$ cat config.mk
export PLATFORM = sky130hd
export DESIGN_NAME = bram_sp_clr
export DESIGN_NICKNAME = d
export VERILOG_FILES = /design/src/rtl/bram_sp_clr.sv
export SDC_FILE = /design/constraint.sdc
export NUM_CORES = 1
export LEC_CHECK = 0
export ABC_AREA = 0
export CORE_MARGIN = 2
export CORE_UTILIZATION = 35
export DETAILED_ROUTE_END_ITERATION = 8
export MAX_ROUTING_LAYER = met4
export PLACE_DENSITY_LB_ADDON = 0.3
export SLEW_MARGIN = 20
export SYNTH_ARGS = -nofsm -noshare
export SYNTH_HDL_FRONTEND = slang
export SYNTH_SLANG_ARGS = --single-unit
$ cat constraint.sdc
create_clock -name clk -period 2.8 [get_ports clk]
set_input_delay 0.42 -clock clk [delete_from_list [all_inputs] [get_ports clk]]
set_output_delay 0.42 -clock clk [all_outputs]
set_load 0.005 [all_outputs]
$ cat src/rtl/bram_sp_clr.sv
// bram_sp_clr: single-port BRAM with selectable read-during-write mode and a clear pass after every reset.
// Defining BRAM_OUT_REG_EN adds an output register, giving a read latency of 2.
module bram_sp_clr #(
   parameter int DATA_WIDTH = 8,
   parameter int ADDR_WIDTH = 4,
   parameter int READ_MODE = 0,
   parameter logic [DATA_WIDTH-1:0] CLR_VAL = '0
) (
   input  logic                  clk,
   input  logic                  rst,
   input  logic                  en,
   input  logic                  we,
   input  logic [ADDR_WIDTH-1:0] addr,
   input  logic [DATA_WIDTH-1:0] din,
   output logic [DATA_WIDTH-1:0] dout,
   output logic                  dout_vld,
   output logic                  busy
);
   localparam int DEPTH = 2**ADDR_WIDTH;
   typedef enum logic {CLEAR, READY} state_t;
   state_t state;
   logic [ADDR_WIDTH-1:0] cnt;
   logic [DATA_WIDTH-1:0] mem [DEPTH];
   logic [DATA_WIDTH-1:0] rd_q;
   logic vld_q;
   logic acc;
   assign acc = en && !busy;
   always_ff @(posedge clk) begin
      if (!rst && busy) mem[cnt] <= CLR_VAL;
      else if (!rst && acc && we) mem[addr] <= din;
   end
   always_ff @(posedge clk) begin
      if (rst) begin
         state <= CLEAR;
         cnt <= '0;
         busy <= 1'b1;
         rd_q <= '0;
         vld_q <= 1'b0;
      end else begin
         vld_q <= acc && !(we && READ_MODE == 2);
         if (acc) rd_q <= !we ? mem[addr] : READ_MODE == 1 ? din : READ_MODE == 2 ? rd_q : mem[addr];
         if (state == CLEAR) begin
            cnt <= cnt + 1'b1;
            if (&cnt) begin
               state <= READY;
               busy <= 1'b0;
            end
         end
      end
   end
`ifdef BRAM_OUT_REG_EN
   always_ff @(posedge clk) begin
      if (rst) begin
         dout <= '0;
         dout_vld <= 1'b0;
      end else begin
         dout <= rd_q;
         dout_vld <= vld_q;
      end
   end
`else
   assign dout = rd_q;
   assign dout_vld = vld_q;
`endif
endmodule

* Yosys cells after proc, flatten, opt, wreduce, memory -nomap -nowiden
Memory sizes are Yosys's and may differ from the RTL's. A register that Yosys moved wholly into a read port is not among the register bits.
Index checks and enable logic that the tools add are counted.
Widths: inputs -> output; s select.
** Operators by class
- Multiplexer cells :: 10
- Add/subtract/negate cells :: 1
- Bitwise gates (word level) :: 1
- Reduce and logical (&&, ||, !) cells :: 9
** Operators with widths (number)
- $mux 1 :: 8
- $mux 8 :: 1
- $reduce_or 8->1 :: 1
- $reduce_and 5->1 :: 1
- $add 4x1->4 const B :: 1
- $logic_and 1x1->1 :: 4
- $mux 4 :: 1
- $reduce_and 4->1 :: 1
- $logic_not 1->1 :: 2
- $not 1->1 :: 1
** Storage, ports and cells
- Register bits after elaboration :: 7
- Word-level logic and storage cells :: 26
- RAM bits :: 128
- Memories kept :: 1
** Memories
- mem :: depth 16, width 8, rd ports 1, clocked after Yosys merged registers in 1, wr ports 1, RTL line 23 : logic [DATA_WIDTH-1:0] mem [DEPTH];

* Longest topological paths before layout
- Word-level depth :: 9
- Depth in mapped cells :: 6

* Least setup slack after synthesis
OpenSTA, ideal clock, no wires.
- Kind :: in2reg
- Start point :: in we
- End point :: mem mem[2][0] (enable)
- Path buffers :: 2
- Data arrival time :: 1.647 ns
- Setup slack :: 0.782 ns
- Stages :: 5
- Path through :: nor4bb_1 > buf_2 > clkbuf_1 > a31oi_1 > nor2_1
** Between the ends
- Longest elaborated chain between the ends :: 6
- Elaborated cells on any way between the ends :: 7
- Classes of those cells :: 5 x mux; 2 x reduce/logical
** RTL lines
- start: declaration :: RTL line 12 : input logic we,
- $logic_and 1x1->1 * :: RTL line 30 : else if (!rst && acc && we) mem[addr] <= din;
- $mux 1 * :: RTL line 30
- $mux 1 * :: RTL line 29 : if (!rst && busy) mem[cnt] <= CLR_VAL;
- $mux 1 (implied by the code) * :: RTL line 30
- $reduce_or 8->1 (no source line)
- $mux 4 (no source line) / $mux 1 (equally long branches)
- end: declaration :: RTL line 23
Mark *: on every way between the ends. The rest lies on a longest branch, timed or not.

* Final worst setup path
- Start point :: in we
- End point :: mem mem[10][4] (enable)
The elaborated chain is that of the path after synthesis.

==> run_results.csv <==
group,metric,value,unit
run_status,status,"finished, final reports clean",
routing,wl,12200,µm
sta,fmax,411,MHz
clock_network,path_clk_slew,60,ps
sta,setup_violations,0,
global_routing,grt_usage,16.2,%
yosys,synth_edf_count,128,
floorplan,start_util,35.6,%
floorplan,rows,46,
routing,wl_per_cell,20.0,µm
yosys,synthTopCellsByCount,"edfxtp_1 (128), nand2_1 (38), mux4_2 (30)",
pwr,ir_drop,0.372,mV
sta,post-route-period-util,86.9,%
pwr,clkPwrFrac,45.8,%
pwr,p_leak,0.00252,µW
setup_path,cp-end-kind,"register",
setup_path,cp_max_fo,8,
place,portBuffers,25,
setup_path,crit_top_cell,"buf_4",
setup_path,cp.required,2850,ps
yosys,synth_top_area_share,68.4,%
clock_network,numCtsBuffers,17,
job,drv_cap,0,
place,hpwl,8020,µm
floorplan,coreArea,15800,µm²
global_routing,grt.overflow.total,0,
finish,utilization,43.7,%
yosys,syn_area,5620,µm²
pwr,swShare,19.4,%
sta,worst_slew_pin_slew,978,ps
floorplan,die_h,131,µm
finish,final_cells,610,
clock_network,insertion_delay,420,ps
finish,final_net_count,398,
yosys,synth_top_cell_by_area,"edfxtp_1",
clock_network,cts_max_path_buffers,2,
clock_network,postCtsSetupBuffers,0,
setup_path,critPathSlowestCell,"nor2_1",
sta,drv_slew,0,
floorplan,ioPinCount,26,
sta,hold_viol_final,0,
yosys,synthArstFlopShare,0,%
pwr,power_frac_seq,50.1,%
sta,slew_headroom,34.8,%
floorplan,dieArea,17100,µm²
pwr,combPwrFrac,4.1,%
finish,n_antenna_cell,0,
finish,drive_gt1_share,23.9,%
routing,drtIter0Drc,300,
routing,drc,0,
pwr,p_int,3750,µW
yosys,synth_cells,317,
routing,dr.pass1.iters,4,
sta,fin_crit,2430,ps
yosys,synth_seq_cells,143,
yosys,syn_avg_cell_area,17.7,µm²
floorplan,die_x,131,µm
clock_network,h-tree-depth,4,
yosys,synth_ff_type,"edfxtp_1",
global_routing,antenna_found_initial,0,
yosys,yosysUniqueCellTypes,33,
clock_network,numClockSinks,143,
routing,drtAntennaViolNets,0,
routing,vias_per_cell,4.98,
clock_network,hold_buffers,0,
setup_path,crit_path_start_kind,"input pin",
clock_network,ctsResizeCount,0,
routing,vias,3039,
setup_path,critPathKind,"input pin to register",
clock_network,tritoncts,"done",
yosys,ys_top_cells_by_area,"edfxtp_1 (68%), mux4_2 (12%), dfxtp_1 (5.3%)",
yosys,syn-num-nets,334,
global_routing,grt_pass1_vias,3226,
yosys,seq_area_frac_synth,73.7,%
place,globalplace.congestion,0.785,
yosys,synth_warnings,0,
global_routing,grt_pass1_wl,18700,µm
yosys,yosysMostFrequentCell,"edfxtp_1",
pwr,p_per_area,676,nW/µm²
setup_path,cp.arrival,2480,ps
setup_path,crit_chain,"clkdlybuf4s50_1, nor4bb_2, buf_4, mux2_2, nand2_1, buf_4, nor2_1",
finish,area_delta_synth_final,22.5,%
clock_network,clockRootBuffer,"clkbuf_16",
global_routing,grt_max_degree,37,
finish,nFillCells,1395,
sta,skew,6.63,ps
place,numPlacedInstances,578,
setup_path,slowest_delay,530,ps
sta,rsz0062_at_grt,"false",
worst_hold_path,hp-class,"register to register",
sta,finalSetupTns,0,ps
pwr,p_sw,905,µW
[state kept, by name, indices dropped and copies added (netlist names)]
register  count
cnt           4
dout_vld      1
state         1
busy          1
dout          8
mem         128
[cells by family after synthesis]
| kind of cell | count (synthesis) | share of synthesized area, % |
|---|---|---|
| buffers and inverters | 18 | 1.89 |
| adder cells (fa/ha/maj) | 1 | 0.223 |
| AO/OA/AOI/OAI | 36 | 4.12 |
| XOR/XNOR | 3 | 0.468 |
| flip-flops | 143 | 73.7 |
| multiplexers | 35 | 12.9 |
| AND/OR/NAND/NOR | 81 | 6.63 |
[layer usage]
metal / vias to the layer above / global-route usage, % / part of all wire (%)
li1: 1371 / - / -
met1: 1555 / 20.6 / 45
met2: 95 / 24.4 / 48
met3: 18 / 4.23 / 5.5
met4: 0 / 7.32 / 1.7
met5: - / - / 0
[power by group through the flow]
stage          Combinational [µW]  Sequential, µW  Clock (µW)
3_5_place_dp                  195            2380           0
3_3_place_gp                  194            2380           0
5_1_grt                       210            2330        2250
6_report                      193            2330        2130
2_1_floorplan                 117            2370           0
4_1_cts                       196            2330        2170
[area by class of cell]
cell class / count / area, µm² / share of cell area, %
multi-input combinational: 156 / 1380 / 20.0
clock inverter: 5 / 53.8 / 0.781
timing repair buffer: 59 / 513 / 7.45
inverter: 4 / 15.0 / 0.218
clock buffer: 27 / 513 / 7.45
tap: 216 / 270 / 3.93
sequential: 143 / 4140 / 60.2
[worst paths after layout]
path,cells past startpoint,end,slack [ps],startpoint
hold reg to reg,1,dout[7],480,dout[7]
setup reg to reg,6,mem[10][4],480,busy
hold / removal,1,dout[7],480,dout[7]
setup / recovery,7,mem[10][4],370,we
[through the flow]
stage	total power [µW]	area [µm²]	hold WS, ps	setup WS (ps)
after floorplan	2490	5620	461	782
after global placement	2570	6320	451	-105
after detailed placement	2570	6320	455	-72.2
after CTS	4700	6890	472	359
after global routing	4800	6890	499	186
final	4660	6890	477	368
[worst max-delay path: cells and delay by family]
kind,cells,cell delay [ps]
buffers and inverters,3,870
and+or+nand+nor,3,1030
muxes,1,160
[cells in the final DEF, fill, tap and decap left out, types with 2 or more instances in the layout]
cell | netlist | routed
inv_1 | 3 | 3
edfxtp_1 | 128 | 128
nand4b_1 | 2 | 2
mux4_2 | 30 | 30
clkbuf_8 | 0 | 5
clkbuf_1 | 3 | 5
mux2i_1 | 4 | 4
nor3b_1 | 3 | 3
nand2_1 | 38 | 38
clkdlybuf4s50_1 | 0 | 24
clkinv_2 | 0 | 3
xnor2_1 | 2 | 2
clkbuf_16 | 0 | 17
nand2b_1 | 2 | 2
a31oi_1 | 6 | 6
and2_1 | 8 | 8
nor2_1 | 22 | 22
buf_4 | 1 | 33
a21oi_1 | 18 | 18
a211o_1 | 7 | 7
nor2b_1 | 3 | 3
dfxtp_1 | 15 | 15
Note: power is estimated with default switching activity, not from simulation.
